`src/rtl/spi_pkg.sv`:
```
// spi_pkg: shared widths, command layout and FSM states for the SPI register slave
package spi_pkg;
    localparam int DATA        = 8;
    localparam int ADDRESS     = 3;
    localparam int REGS        = 1 << ADDRESS;
    localparam int CNT_W       = $clog2(DATA);
    localparam int CMD_WR_BIT  = 7;
    localparam int SYNC_STAGES = 2;
    typedef enum logic [1:0] {IDLE, CMD, DATA_ST} state_t;
endpackage

```
`src/rtl/spi_slave_regs_if.sv`:
```
// spi_slave_regs_if: SPI pins plus the local write-notify and read port of the register slave
interface spi_slave_regs_if;
    import spi_pkg::*;
    logic               ss;
    logic               sclk;
    logic               mosi;
    logic               miso;
    logic               wr_strobe;
    logic [ADDRESS-1:0] wr_addr;
    logic [DATA-1:0]    wr_data;
    logic [ADDRESS-1:0] loc_addr;
    logic [DATA-1:0]    loc_rdata;
    modport slave (
        input  ss, sclk, mosi, loc_addr,
        output miso, wr_strobe, wr_addr, wr_data, loc_rdata
    );
    modport master (
        output ss, sclk, mosi, loc_addr,
        input  miso, wr_strobe, wr_addr, wr_data, loc_rdata
    );
endinterface

```
`src/rtl/spi_sync.sv`:
```
// spi_sync: two-flop synchronizer with a third flop for one-PCLK rise/fall pulses
module spi_sync
    import spi_pkg::*;
#(
    parameter logic INIT = 1'b0
) (
    input  logic PCLK,
    input  logic PRESETn,
    input  logic d,
    output logic level,
    output logic rise,
    output logic fall
);
    logic [SYNC_STAGES:0] s;
    // shift the asynchronous pin through the synchronizer and edge-detect stage
    always_ff @(posedge PCLK or negedge PRESETn) begin
        if (!PRESETn) s <= {(SYNC_STAGES + 1){INIT}};
        else          s <= {s[SYNC_STAGES-1:0], d};
    end
    assign level = s[SYNC_STAGES-1];
    assign rise  = s[SYNC_STAGES-1] & ~s[SYNC_STAGES];
    assign fall  = ~s[SYNC_STAGES-1] & s[SYNC_STAGES];
endmodule

```
`src/rtl/spi_slave_regs.sv`:
```
// spi_slave_regs: oversampled SPI mode-0 slave exposing an 8x8 register file
module spi_slave_regs
    import spi_pkg::*;
(
    input logic             PCLK,
    input logic             PRESETn,
    spi_slave_regs_if.slave bus
);
    state_t             state, state_d;
    logic               ss_rise, ss_fall, sclk_rise, sclk_fall, mosi_lvl;
    logic [CNT_W-1:0]   bit_cnt;
    logic [DATA-1:0]    rx, tx, rx_next, wr_data_q;
    logic [DATA-1:0]    regs [REGS];
    logic [ADDRESS-1:0] addr, addr_inc, cmd_addr, rd_sel, wr_addr_q;
    logic               wr_mode, active, byte_done, rd_load, miso_q, wr_strobe_q;

    spi_sync #(.INIT(1'b1)) u_ss   (.PCLK(PCLK), .PRESETn(PRESETn), .d(bus.ss),   .level(), .rise(ss_rise),   .fall(ss_fall));
    spi_sync #(.INIT(1'b0)) u_sclk (.PCLK(PCLK), .PRESETn(PRESETn), .d(bus.sclk), .level(), .rise(sclk_rise), .fall(sclk_fall));
    spi_sync #(.INIT(1'b0)) u_mosi (.PCLK(PCLK), .PRESETn(PRESETn), .d(bus.mosi), .level(mosi_lvl), .rise(), .fall());

    // an ss rise wins over any sclk edge seen in the same cycle
    assign active    = (state != IDLE) && !ss_rise;
    assign rx_next   = {rx[DATA-2:0], mosi_lvl};
    assign byte_done = active && sclk_rise && (&bit_cnt);
    assign cmd_addr  = rx_next[ADDRESS-1:0];
    assign addr_inc  = addr + ADDRESS'(1);
    assign rd_sel    = (state == CMD) ? cmd_addr : addr_inc;
    assign rd_load   = (state == CMD) ? !rx_next[CMD_WR_BIT] : !wr_mode;

    // frame state register
    always_ff @(posedge PCLK or negedge PRESETn) begin
        if (!PRESETn) state <= IDLE;
        else          state <= state_d;
    end

    // next state: ss edges frame the transfer, the command byte moves us to data
    always_comb begin
        state_d = ss_rise ? IDLE :
                  ss_fall ? CMD :
                  (state == CMD && byte_done) ? DATA_ST : state;
    end

    // shifters, bit counter, address pointer and register file
    always_ff @(posedge PCLK or negedge PRESETn) begin
        if (!PRESETn) begin
            bit_cnt     <= '0;
            rx          <= '0;
            tx          <= '0;
            addr        <= '0;
            wr_mode     <= 1'b0;
            miso_q      <= 1'b0;
            wr_strobe_q <= 1'b0;
            wr_addr_q   <= '0;
            wr_data_q   <= '0;
            regs        <= '{default: '0};
        end else begin
            wr_strobe_q <= 1'b0;
            if (ss_fall) begin
                bit_cnt <= '0;
                rx      <= '0;
                tx      <= '0;
                miso_q  <= 1'b0;
            end else if (ss_rise) begin
                tx     <= '0;
                miso_q <= 1'b0;
            end else if (active && sclk_rise) begin
                rx      <= rx_next;
                bit_cnt <= bit_cnt + CNT_W'(1);
                if (byte_done) begin
                    if (state == CMD) wr_mode <= rx_next[CMD_WR_BIT];
                    addr <= (state == CMD) ? cmd_addr : addr_inc;
                    if (state == DATA_ST && wr_mode) begin
                        regs[addr]  <= rx_next;
                        wr_strobe_q <= 1'b1;
                        wr_addr_q   <= addr;
                        wr_data_q   <= rx_next;
                    end
                    if (rd_load) begin
                        tx     <= regs[rd_sel];
                        miso_q <= regs[rd_sel][DATA-1];
                    end
                end
            end else if (active && sclk_fall && bit_cnt != '0) begin
                tx     <= tx << 1;
                miso_q <= tx[DATA-2];
            end
        end
    end

    assign bus.miso      = miso_q;
    assign bus.wr_strobe = wr_strobe_q;
    assign bus.wr_addr   = wr_addr_q;
    assign bus.wr_data   = wr_data_q;
    assign bus.loc_rdata = regs[bus.loc_addr];
endmodule

```
`src/flat_wrapper.sv`:
```
// flat-port wrapper written by rule: the top's interface ports become plain ports
module spi_slave_regs_flat import spi_pkg::*;
  (PCLK, PRESETn, bus_ss, bus_sclk, bus_mosi, bus_loc_addr, bus_miso, bus_wr_strobe, bus_wr_addr, bus_wr_data, bus_loc_rdata);
  spi_slave_regs_if bus_i ();
  input logic PCLK;
  input logic PRESETn;
  input wire logic [$bits(bus_i.ss)-1:0] bus_ss;
  input wire logic [$bits(bus_i.sclk)-1:0] bus_sclk;
  input wire logic [$bits(bus_i.mosi)-1:0] bus_mosi;
  input wire logic [$bits(bus_i.loc_addr)-1:0] bus_loc_addr;
  output wire logic [$bits(bus_i.miso)-1:0] bus_miso;
  output wire logic [$bits(bus_i.wr_strobe)-1:0] bus_wr_strobe;
  output wire logic [$bits(bus_i.wr_addr)-1:0] bus_wr_addr;
  output wire logic [$bits(bus_i.wr_data)-1:0] bus_wr_data;
  output wire logic [$bits(bus_i.loc_rdata)-1:0] bus_loc_rdata;
  assign bus_i.ss = bus_ss;
  assign bus_i.sclk = bus_sclk;
  assign bus_i.mosi = bus_mosi;
  assign bus_i.loc_addr = bus_loc_addr;
  assign bus_miso = bus_i.miso;
  assign bus_wr_strobe = bus_i.wr_strobe;
  assign bus_wr_addr = bus_i.wr_addr;
  assign bus_wr_data = bus_i.wr_data;
  assign bus_loc_rdata = bus_i.loc_rdata;
  spi_slave_regs u_core (.PCLK(PCLK), .PRESETn(PRESETn), .bus(bus_i));
endmodule
```
`config.mk`:
```
export PLATFORM = sky130hd
export DESIGN_NAME = spi_slave_regs_flat
export DESIGN_NICKNAME = d
export VERILOG_FILES = /design/src/rtl/spi_pkg.sv /design/src/rtl/spi_slave_regs_if.sv /design/src/rtl/spi_sync.sv /design/src/rtl/spi_slave_regs.sv /design/src/flat_wrapper.sv
export SDC_FILE = /design/constraint.sdc
export NUM_CORES = 1
export LEC_CHECK = 0
export BUFFER_PORTS_ARGS = -buffer_cell sky130_fd_sc_hd__buf_2
export CAP_MARGIN = 20
export CORE_UTILIZATION = 60
export DETAILED_ROUTE_END_ITERATION = 10
export PLACE_DENSITY = 0.78
export SYNTH_ARGS = -nofsm -noshare
export SYNTH_HDL_FRONTEND = slang
export SYNTH_SLANG_ARGS = --single-unit
```
`constraint.sdc`:
```
create_clock -name PCLK -period 3.25 [get_ports PCLK]
set_input_delay 0.8125 -clock PCLK [delete_from_list [all_inputs] [get_ports PCLK]]
set_output_delay 0.8125 -clock PCLK [all_outputs]
set_load 0.005 [all_outputs]
```
==> flow_summary.json <==
{
  "fin_skew_ns": 0.0123,
  "crit_fanout": 12,
  "synthDistinctLibCells": 40,
  "yosysTopAreaCell": "dfrtp_1",
  "ctsHtreeMaxLevel": 3,
  "status": "finished clean",
  "period_needed_ns": 2.94,
  "overflow": 0,
  "ir_worst_vdd_uv": 252,
  "min_path_type": "register to register",
  "syn_inst": 473,
  "fin_util": 0.660,
  "fp-row-count": 35,
  "antenna_cells": 0,
  "die_w_um": 99.0,
  "grt_pass1_wl_mm": 21.4,
  "clock-sinks": 108,
  "cts-root-buf": "clkbuf_8",
  "max_freq_mhz": 340,
  "antenna_found_initial": 0,
  "drcViolationCount": 0,
  "ys_warn_count": 0,
  "dieHeight_um": 99.0,
  "path_class": "input pin to output port",
  "gp_congestion": 0.827,
  "ios": 29,
  "synth_most_common_cell": "dfrtp_1",
  "hpwl_mm": 8.63,
  "p_leak_nw": 2.78,
  "tightestPinTransition_ns": 1.12,
  "dr.pass1.iters": 4,
  "coreArea_sq_um": 9150,
  "drt_wl_total_mm": 13.0,
  "layout.cells.non_filler": 596,
  "start_util": 0.616,
  "cts_tree": "yes",
  "regArea_sq_um": 2710,
  "maxCapViolations": 0,
  "cts_hold_buf": 0,
  "fin_nets": 495,
  "finalCritPeriodShare": 0.905,
  "slew_headroom": 0.253,
  "required_ns": 2.44,
  "synthesis.area_sq_um": 5640,
  "ys_seq_elements": 108,
  "rsz0062_at_grt": "no",
  "grt_use_total": 0.291,
  "synth_ff_type": "dfrtp_1",
  "r2r_setup_slack_ns": 0.32,
  "postCtsSetupBuffers": 0,
  "multiInputGateArea_sq_um": 2630,
  "place.port_buffers": 28,
  "ys_top_cells_by_area": "dfrtp_1, mux2_2, a211oi_1",
  "critPathSlowestCell": "mux4_2",
  "clkLatencyLatePin_ns": 0.37,
  "dieArea_sq_um": 9790,
  "timing_hold_violations_final": 0,
  "syn-num-nets": 488,
  "cts_made_buffers": 9,
  "ys_seq_area_frac": 0.480,
  "drive_gt1_frac": 0.336,
  "setup_tns_ns": 0,
  "critical_path.max_stage_delay_ns": 0.50,
  "place_inst": 580,
  "cpMostUsedCell": "buf_2",
  "syn_avg_cell_area_sq_um": 11.9,
  "clk_path_buf_depth": 2,
  "drv_slew": 0,
  "crit_path_cell_trace": "buf_2, buf_12, mux4_2, mux2_2, buf_2",
  "num_vias": 3981,
  "synth_edf_count": 0,
  "cts_resized": 0,
  "crit_path_end_kind": "output port",
  "worstSetupStartpointType": "input pin",
  "power_mw": 2.50,
  "grt_pass1_vias": 3955,
  "grt_start_max_net_pins": 58,
  "first_iter_violations": 253,
  "setup_viol": 0,
  "wl_per_cell_um": 21.9,
  "async_reset_ff_frac": 1.00,
  "synthTopCellsByCount": "dfrtp_1, mux2_2, a211oi_1",
  "avgViaCountPerCell": 6.68,
  "synth_top_area_share": 0.466,
  "arrival_ns": 2.13,
  "fillerInstances": 671,
  "powerDensity_nw_per_um2": 414,
  "cts.clk_slew.worst_paths_ns": 0.11,
  "syn2layout_area_growth_pct": 7.10,
  "final_antenna_net_count": 0
}
==> critical path: cells and delay by family <==
kind | cells | cell delay [ns]
muxes | 2 | 0.78
buffers and inverters | 3 | 0.53
==> worst paths after layout <==
path                       depth (start not counted)                from                 end
min in group asynchronous                          1             PRESETn     u_core.state[0]
hold / removal                                     0  u_core.u_mosi.s[0]  u_core.u_mosi.s[1]
hold reg to reg                                    0  u_core.u_mosi.s[0]  u_core.u_mosi.s[1]
setup reg to reg                                   7    u_core.u_ss.s[2]     u_core.regs[49]
max in group asynchronous                          2             PRESETn     u_core.regs[27]
setup / recovery                                   5     bus_loc_addr[0]    bus_loc_rdata[3]
==> cell families after synthesis <==
logic type | share of synthesized area
mux | 0.249
flops | 0.480
buf+inv | 0.0550
compound gates | 0.141
simple gates | 0.0583
xor+xnor | 0.00155
fa+ha+maj | 0.0155
==> cell usage in the layout (no fill, tap or decap), types with 2 or more instances in the layout <==
master / instances
a211oi_1: 56
a21o_1: 2
a22oi_1: 8
a32o_1: 8
and2_1: 2
buf_12: 2
buf_2: 27
buf_4: 11
clkbuf_8: 9
clkinv_2: 2
dfrtp_1: 105
dfstp_2: 3
ha_1: 7
inv_1: 36
mux2_1: 8
mux2_2: 77
mux2i_1: 4
mux4_2: 18
nand2_1: 21
nand2b_1: 3
nand3_1: 2
nor2_1: 12
nor3_4: 2
nor4_4: 2
o21ai_0: 33
or2_2: 2
or3_1: 2
or4_1: 2
==> state kept, by name, summed over array words and instances (netlist names), 2 cells and up <==
signal	cells
u_core.bus.wr_data	8
u_core.bus.wr_addr	3
u_core.u_ss.s	3
u_core.u_sclk.s	3
u_core.rx	7
u_core.state	2
u_core.tx	7
u_core.bit_cnt	3
u_core.addr	3
u_core.regs	64
u_core.u_mosi.s	2
==> layout make-up <==
cell class,count,area share
Clock buffer,10,0.0211
Sequential cell,108,0.448
Clock inverter,6,0.00766
Inverter,36,0.0224
Tap cell,111,0.0230
Timing Repair Buffer,40,0.0427
Multi-Input combinational cell,285,0.435
==> metrics by stage <==
stage / hold slack (ns) / instance area, sq um / worst slack (ns)
finish: 0.361 / 6040 / 0.307
floorplan: 0.331 / 5640 / 0.119
detailed placement: 0.339 / 5870 / 0.308
global route: 0.368 / 6040 / 0.224
global placement: 0.336 / 5870 / 0.321
CTS: 0.365 / 6040 / 0.302
==> metal layers <==
layer / GRT usage / wire length [um] / vias up
li1: - / - / 1749
met1: 0.397 / 5620 / 2066
met5: 0 / 0 / -
met4: 0.114 / 330 / 0
met3: 0.0638 / 723 / 28
met2: 0.457 / 6370 / 138
==> power breakdown <==
group	switching [mW]	internal [mW]	total [mW]	leakage (nW)
clock	0.470	0.286	0.757	0.0886
sequential	0.0808	1.38	1.46	1.48
combinational	0.182	0.0979	0.279	1.21
No activity file was read; power rests on OpenSTA's default activity.
